<file path="src/rtl/timer_ctrl_pkg.sv">
// ============================================================================
// Module      : timer_ctrl_pkg
// Description : Shared types and constants for the digital_timer control
//               sequencer (FSM state encoding).
// Revision    : 1.0 - initial release
// ============================================================================
`default_nettype none

package timer_ctrl_pkg;

    localparam int STATE_W = 2;

    // Encodings are visible on ctrl_state, so they are fixed explicitly.
    typedef enum logic [STATE_W-1:0] {
        IDLE  = 2'd0,
        RUN   = 2'd1,
        PAUSE = 2'd2,
        LAP   = 2'd3
    } state_t;

endpackage

`default_nettype wire

</file>
<file path="src/rtl/btn_debounce.sv">
// ============================================================================
// Module      : btn_debounce
// Description : Raw push-button conditioner: 2-flop synchroniser, stability
//               counter and registered 0->1 press pulse.
// Revision    : 1.0 - initial release
// ============================================================================
`default_nettype none

module btn_debounce #(
    parameter int DEBOUNCE_CYCLES = 16
) (
    input  logic sys_clk,
    input  logic rst,
    input  logic btn_raw,
    output logic btn_level,
    output logic btn_press
);

    localparam int                CNT_W    = $clog2(DEBOUNCE_CYCLES);
    localparam logic [CNT_W-1:0]  CNT_LAST = CNT_W'(DEBOUNCE_CYCLES - 1);

    logic             sync1_q;
    logic             sync2_q;
    logic             level_q;
    logic             level_d;
    logic [CNT_W-1:0] cnt_q;
    logic [CNT_W-1:0] cnt_d;
    logic             press_q;
    logic             press_d;

    // Count consecutive disagreeing samples; the level flips on the Nth one.
    always_comb begin
        level_d = level_q;
        cnt_d   = '0;
        press_d = 1'b0;
        if (sync2_q != level_q) begin
            if (cnt_q == CNT_LAST) begin
                level_d = sync2_q;
                press_d = sync2_q;
            end else begin
                cnt_d = cnt_q + 1'b1;
            end
        end
    end

    // Synchroniser, debounced level, counter and press pulse registers.
    always_ff @(posedge sys_clk or posedge rst) begin
        if (rst) begin
            sync1_q <= 1'b0;
            sync2_q <= 1'b0;
            level_q <= 1'b0;
            cnt_q   <= '0;
            press_q <= 1'b0;
        end else begin
            sync1_q <= btn_raw;
            sync2_q <= sync1_q;
            level_q <= level_d;
            cnt_q   <= cnt_d;
            press_q <= press_d;
        end
    end

    assign btn_level = level_q;
    assign btn_press = press_q;

endmodule

`default_nettype wire

</file>
<file path="src/rtl/timer_ctrl_fsm.sv">
// ============================================================================
// Module      : timer_ctrl_fsm
// Description : Control sequencer for digital_timer. Debounces the start/stop
//               and lap/reset buttons and drives timer_pause, timer_reset,
//               timer_clear and lap_hold from a four-state FSM.
//               Optional macro PAUSE_BLINK_EN: blink timer_clear while paused.
// Revision    : 1.0 - initial release
// ============================================================================
`default_nettype none

module timer_ctrl_fsm
    import timer_ctrl_pkg::*;
#(
    parameter int DEBOUNCE_CYCLES   = 16,
    parameter int BLINK_HALF_CYCLES = 8
) (
    input  logic               sys_clk,
    input  logic               rst,
    input  logic               btn_start_stop,
    input  logic               btn_lap_reset,
    output logic               timer_pause,
    output logic               timer_reset,
    output logic               timer_clear,
    output logic               lap_hold,
    output logic [STATE_W-1:0] ctrl_state
);

    logic   ss_level;
    logic   ss_press;
    logic   lr_level;
    logic   lr_press;
    logic   ss_evt;
    logic   lr_evt;
    state_t state_q;
    state_t state_d;
    logic   init_q;
    logic   reset_q;
    logic   reset_d;

    btn_debounce #(.DEBOUNCE_CYCLES(DEBOUNCE_CYCLES)) u_db_ss (
        .sys_clk   (sys_clk),
        .rst       (rst),
        .btn_raw   (btn_start_stop),
        .btn_level (ss_level),
        .btn_press (ss_press)
    );

    btn_debounce #(.DEBOUNCE_CYCLES(DEBOUNCE_CYCLES)) u_db_lr (
        .sys_clk   (sys_clk),
        .rst       (rst),
        .btn_raw   (btn_lap_reset),
        .btn_level (lr_level),
        .btn_press (lr_press)
    );

    // A press is only honoured while its debounced level agrees it is down.
    assign ss_evt = ss_press & ss_level;
    assign lr_evt = lr_press & lr_level;

    // Next-state logic; start/stop has priority over lap/reset.
    always_comb begin
        state_d = state_q;
        reset_d = 1'b0;
        case (state_q)
            IDLE:  if (ss_evt) state_d = RUN;
            RUN:   if (ss_evt) state_d = PAUSE; else if (lr_evt) state_d = LAP;
            LAP:   if (ss_evt) state_d = PAUSE; else if (lr_evt) state_d = RUN;
            PAUSE: begin
                if (ss_evt) begin
                    state_d = RUN;
                end else if (lr_evt) begin
                    state_d = IDLE;
                    reset_d = 1'b1;
                end
            end
            default: state_d = IDLE;
        endcase
    end

    // State register plus the one-shot initial clear after reset release.
    always_ff @(posedge sys_clk or posedge rst) begin
        if (rst) begin
            state_q <= IDLE;
            init_q  <= 1'b1;
            reset_q <= 1'b0;
        end else begin
            state_q <= state_d;
            init_q  <= 1'b0;
            reset_q <= reset_d | init_q;
        end
    end

    assign timer_pause = (state_q == IDLE) || (state_q == PAUSE);
    assign lap_hold    = (state_q == LAP);
    assign timer_reset = reset_q;
    assign ctrl_state  = state_q;

`ifdef PAUSE_BLINK_EN
    localparam int                BLINK_W    = $clog2(BLINK_HALF_CYCLES + 1);
    localparam logic [BLINK_W-1:0] BLINK_LAST = BLINK_W'(BLINK_HALF_CYCLES - 1);

    logic [BLINK_W-1:0] blink_cnt_q;
    logic [BLINK_W-1:0] blink_cnt_d;
    logic               clear_q;
    logic               clear_d;

    // Blink restarts dark on PAUSE entry and is forced dark on exit.
    always_comb begin
        blink_cnt_d = '0;
        clear_d     = 1'b0;
        if ((state_d == PAUSE) && (state_q == PAUSE)) begin
            if (blink_cnt_q == BLINK_LAST) begin
                clear_d = ~clear_q;
            end else begin
                blink_cnt_d = blink_cnt_q + 1'b1;
                clear_d     = clear_q;
            end
        end
    end

    // Blink counter and display-blank registers.
    always_ff @(posedge sys_clk or posedge rst) begin
        if (rst) begin
            blink_cnt_q <= '0;
            clear_q     <= 1'b0;
        end else begin
            blink_cnt_q <= blink_cnt_d;
            clear_q     <= clear_d;
        end
    end

    assign timer_clear = clear_q;
`else
    assign timer_clear = 1'b0;
`endif

endmodule

`default_nettype wire
</file>
<file path="config.mk">
export PLATFORM = sky130hd
export DESIGN_NAME = timer_ctrl_fsm
export DESIGN_NICKNAME = d
export VERILOG_FILES = /design/src/rtl/timer_ctrl_pkg.sv /design/src/rtl/btn_debounce.sv /design/src/rtl/timer_ctrl_fsm.sv
export SDC_FILE = /design/constraint.sdc
export NUM_CORES = 1
export LEC_CHECK = 0
export BUFFER_PORTS_ARGS = -buffer_cell sky130_fd_sc_hd__buf_2
export CORE_MARGIN = 2
export CORE_UTILIZATION = 45
export DETAILED_ROUTE_END_ITERATION = 8
export MAX_ROUTING_LAYER = met4
export PLACE_DENSITY = 0.67
export SETUP_SLACK_MARGIN = 0.02
export SLEW_MARGIN = 40
export SYNTH_ARGS = -nofsm -noshare
export SYNTH_HDL_FRONTEND = slang
export SYNTH_HIERARCHICAL = 1
export SYNTH_SLANG_ARGS = --single-unit
</file>
<file path="constraint.sdc">
create_clock -name sys_clk -period 1.1 [get_ports sys_clk]
set_clock_uncertainty 0.05 [all_clocks]
set_input_delay 0.22 -clock sys_clk [delete_from_list [all_inputs] [get_ports sys_clk]]
set_output_delay 0.22 -clock sys_clk [all_outputs]
set_load 0.03 [all_outputs]
</file>
==> reports/metrics.yaml <==
logic_synthesis:
  synth_area_leaders: "dfrtp_1 59%, xnor2_1 5.5%, mux2_4 3.7%"
  ys_ff_latch: 20
  syn_inst: 58
  synth_ff_type: "dfrtp_1"
  synth.top_cell.area_share_pct: 59.2
  netlist_area_sq_um: 803
  synthTopCellsByCount: "19 x dfrtp_1, 5 x xnor2_1, 4 x inv_1, 4 x nor3b_1"
  seq_area_frac_synth_pct: 62.5
  synth_area_per_cell_sq_um: 13.8
  yosys_warnings: 6
  synth_edf_count: 0
  synthArstFlopShare_pct: 100
  yosysMostFrequentCell: "dfrtp_1"
  synth_cell_types: 22
  yosys.area.top_type: "dfrtp_1"
worst_hold_path:
  hp-class: "reg -> reg"
  min_to: "u_db_lr/sync2_q$_DFF_PP0_"
  hp-start: "u_db_lr/sync1_q$_DFF_PP0_"
  hold_depth: 0
clock_tree:
  worstSkewPairLatency_ps: 300
  cts.root.buffer_cell: "clkbuf_4"
  cts.sink_count: 20
  cts_buffers: 3
  clkTransAtPathRegs_ps: 110
  cts_tree: "yes"
  cts_max_level: 1
  cts_buffer_depth: 2
final_layout:
  synthToLayoutAreaGrowth_pct: 45.9
  nets: 91
  drive_above_1_share_pct: 53.6
  fin_area_sq_um: 1170
  diodes: 0
route:
  drtIter0Drc: 3
  ant_nets: 0
  num_vias: 516
  wire_per_inst_microns: 12.8
  dr.pass1.iters: 4
  route.detailed.drc: 0
  vias_per_cell: 4.73
  drt-total-wl_microns: 1400
timing:
  slew_viol_final: 0
  max_freq_mhz: 776
  rsz0062_at_grt: "true"
  fin_ws_ps: -189
  min_period_ps: 1290
  min_period_over_period_pct: 117
  fin_setup_tns_ps: -698
  setup_viol: 7
  hold_viol: 0
floorplanning:
  io_pins: 10
  die_height_microns: 46.3
  core-area_sq_um: 1710
  dieArea_sq_um: 2140
  rows: 15
  initial_utilization_pct: 47.0
  die_x_microns: 46.3
critical_path:
  critPathRequiredTime_ps: 830
  startpoint_type: "flip-flop"
  r2r-end: "u_db_lr/btn_level$_DFFE_PP0P_"
  end_kind: "primary output"
  r2r_cells: 3
  critPathKind: "reg -> out"
  critical_path.max_fanout: 2
  r2r-start: "u_db_lr/cnt_q[1]$_DFF_PP0_"
  ff2ff_setup_slack_ps: -40
  arrival_ps: 1020
placement:
  place_area_sq_um: 923
  io_buffers: 8
  dpl.hpwl_microns: 853
  post-place-ws_ps: -35.7
  gp_congestion: 0.681
run_status:
  status: "finished with violations"
  violations: "setup timing"
power:
  pwr_density_cell_nw_per_um2: 1160
  ir_drop_mv: 0.551
  leakagePower_uw: 0.000530
grt:
  antenna_found_initial: 0
  grt_pass1_vias: 504
  grt_usage_pct: 15.7
  grt_max_degree: 12
  grt_overflow_total: 0
  grt_pass1_wl_microns: 2180
run:
  cap_violations: 0
worst max-delay path by stage:
stage	start	endpoint	slack [ps]
after global placement	u_db_ss/cnt_q[1]$_DFF_PP0_	u_db_ss/btn_level$_DFFE_PP0P_	-20
after global routing	ctrl_state[1]$_DFFE_PP0P_	lap_hold	-230
final	ctrl_state[1]$_DFFE_PP0P_	lap_hold	-190
after detailed placement	u_db_lr/cnt_q[1]$_DFF_PP0_	u_db_lr/btn_level$_DFFE_PP0P_	-40
after floorplan	u_db_lr/cnt_q[0]$_DFF_PP0_	u_db_lr/btn_level$_DFFE_PP0P_	-20
after CTS	ctrl_state[0]$_DFFE_PP0P_	ctrl_state[0]	-200
worst max-delay path, cell delays in order (launching register included):
cell     delay, ps
dfrtp_2        430
and2_4         160
buf_6          130
layer usage:
metal / vias to the layer above / wire (microns) / GRT usage [%]
met5: - / 0 / -
met2: 14 / 718 / 23.3
li1: 253 / - / -
met4: 0 / 22 / 8.57
met1: 245 / 619 / 19.6
met3: 4 / 38 / 3.53
cells in the final DEF, fill, tap and decap left out, types with 2 or more instances in the layout:
cell type | synthesis | routed
a311oi_2 | 0 | 2
buf_6 | 0 | 8
dfrtp_1 | 19 | 15
inv_1 | 4 | 3
a31oi_1 | 2 | 2
ha_4 | 0 | 2
nor2_1 | 2 | 2
nor2b_1 | 2 | 2
nand3_4 | 0 | 2
buf_2 | 0 | 3
dfrtp_2 | 0 | 4
conb_1 | 1 | 2
nor3b_2 | 0 | 2
dlygate4sd3_1 | 0 | 3
nor3b_1 | 4 | 2
mux2_4 | 2 | 2
buf_4 | 1 | 8
clkbuf_4 | 0 | 3
a21o_1 | 2 | 2
xnor2_2 | 0 | 3
repair_timing:
item / CTS / global route
pin swaps: 2 / 4
buffers inserted: 4 / 1
hold buffers: 3 / 0
hold endpoints to repair: 22 / 0
setup endpoints to repair: 11 / 18
gates resized for setup: 13 / 17
cell type report:
cell class / instances / area, sq um
Inverter: 4 / 15.0
Clock buffer: 4 / 36.3
Tap cell: 25 / 31.3
Timing Repair Buffer: 22 / 195
Sequential cell: 20 / 507
Multi-Input combinational cell: 34 / 388
Fill cell: 115 / 536
logic make-up (layout without fill, tap and decap cells):
family	Yosys count	after routing	synth area share (%)
AOI/OAI and AO/OA	9	9	9.97
xor gates and xnor gates	5	5	5.45
adders and majority gates	2	2	3.11
buffers and inverters	5	30	2.80
DFF	20	20	62.5
muxes	2	2	3.74
other	1	2	0.467
and+or+nand+nor	14	14	12.0
where the power goes:
group	switching (uW)	internal [uW]
clock network	214	202
registers	32.9	765
logic	61.3	80.0
total	308	1050
through the flow:
| step | instances | util (%) | hold slack (ps) | total power, uW |
|---|---|---|---|---|
| global route | 109 | 68.6 | 319 | 1420 |
| floorplan | 59 | - | -64.8 | 863 |
| global placement | 97 | 54.1 | 78.1 | 902 |
| finish | 109 | 68.6 | 307 | 1360 |
| detailed placement | 97 | 54.1 | 75.3 | 906 |
| CTS | 108 | 62.1 | 285 | 1350 |
sequential cells by signal (all words and copies together) (netlist names):
name	count
u_db_lr/cnt_q	4
u_db_lr/sync2_q	1
ctrl_state	2
u_db_lr/btn_press	1
u_db_ss/cnt_q	4
u_db_lr/btn_level	1
init_q	1
u_db_ss/sync1_q	1
u_db_ss/btn_level	1
timer_reset	1
u_db_lr/sync1_q	1
u_db_ss/sync2_q	1
u_db_ss/btn_press	1
Note: power is estimated with default switching activity, not from simulation.
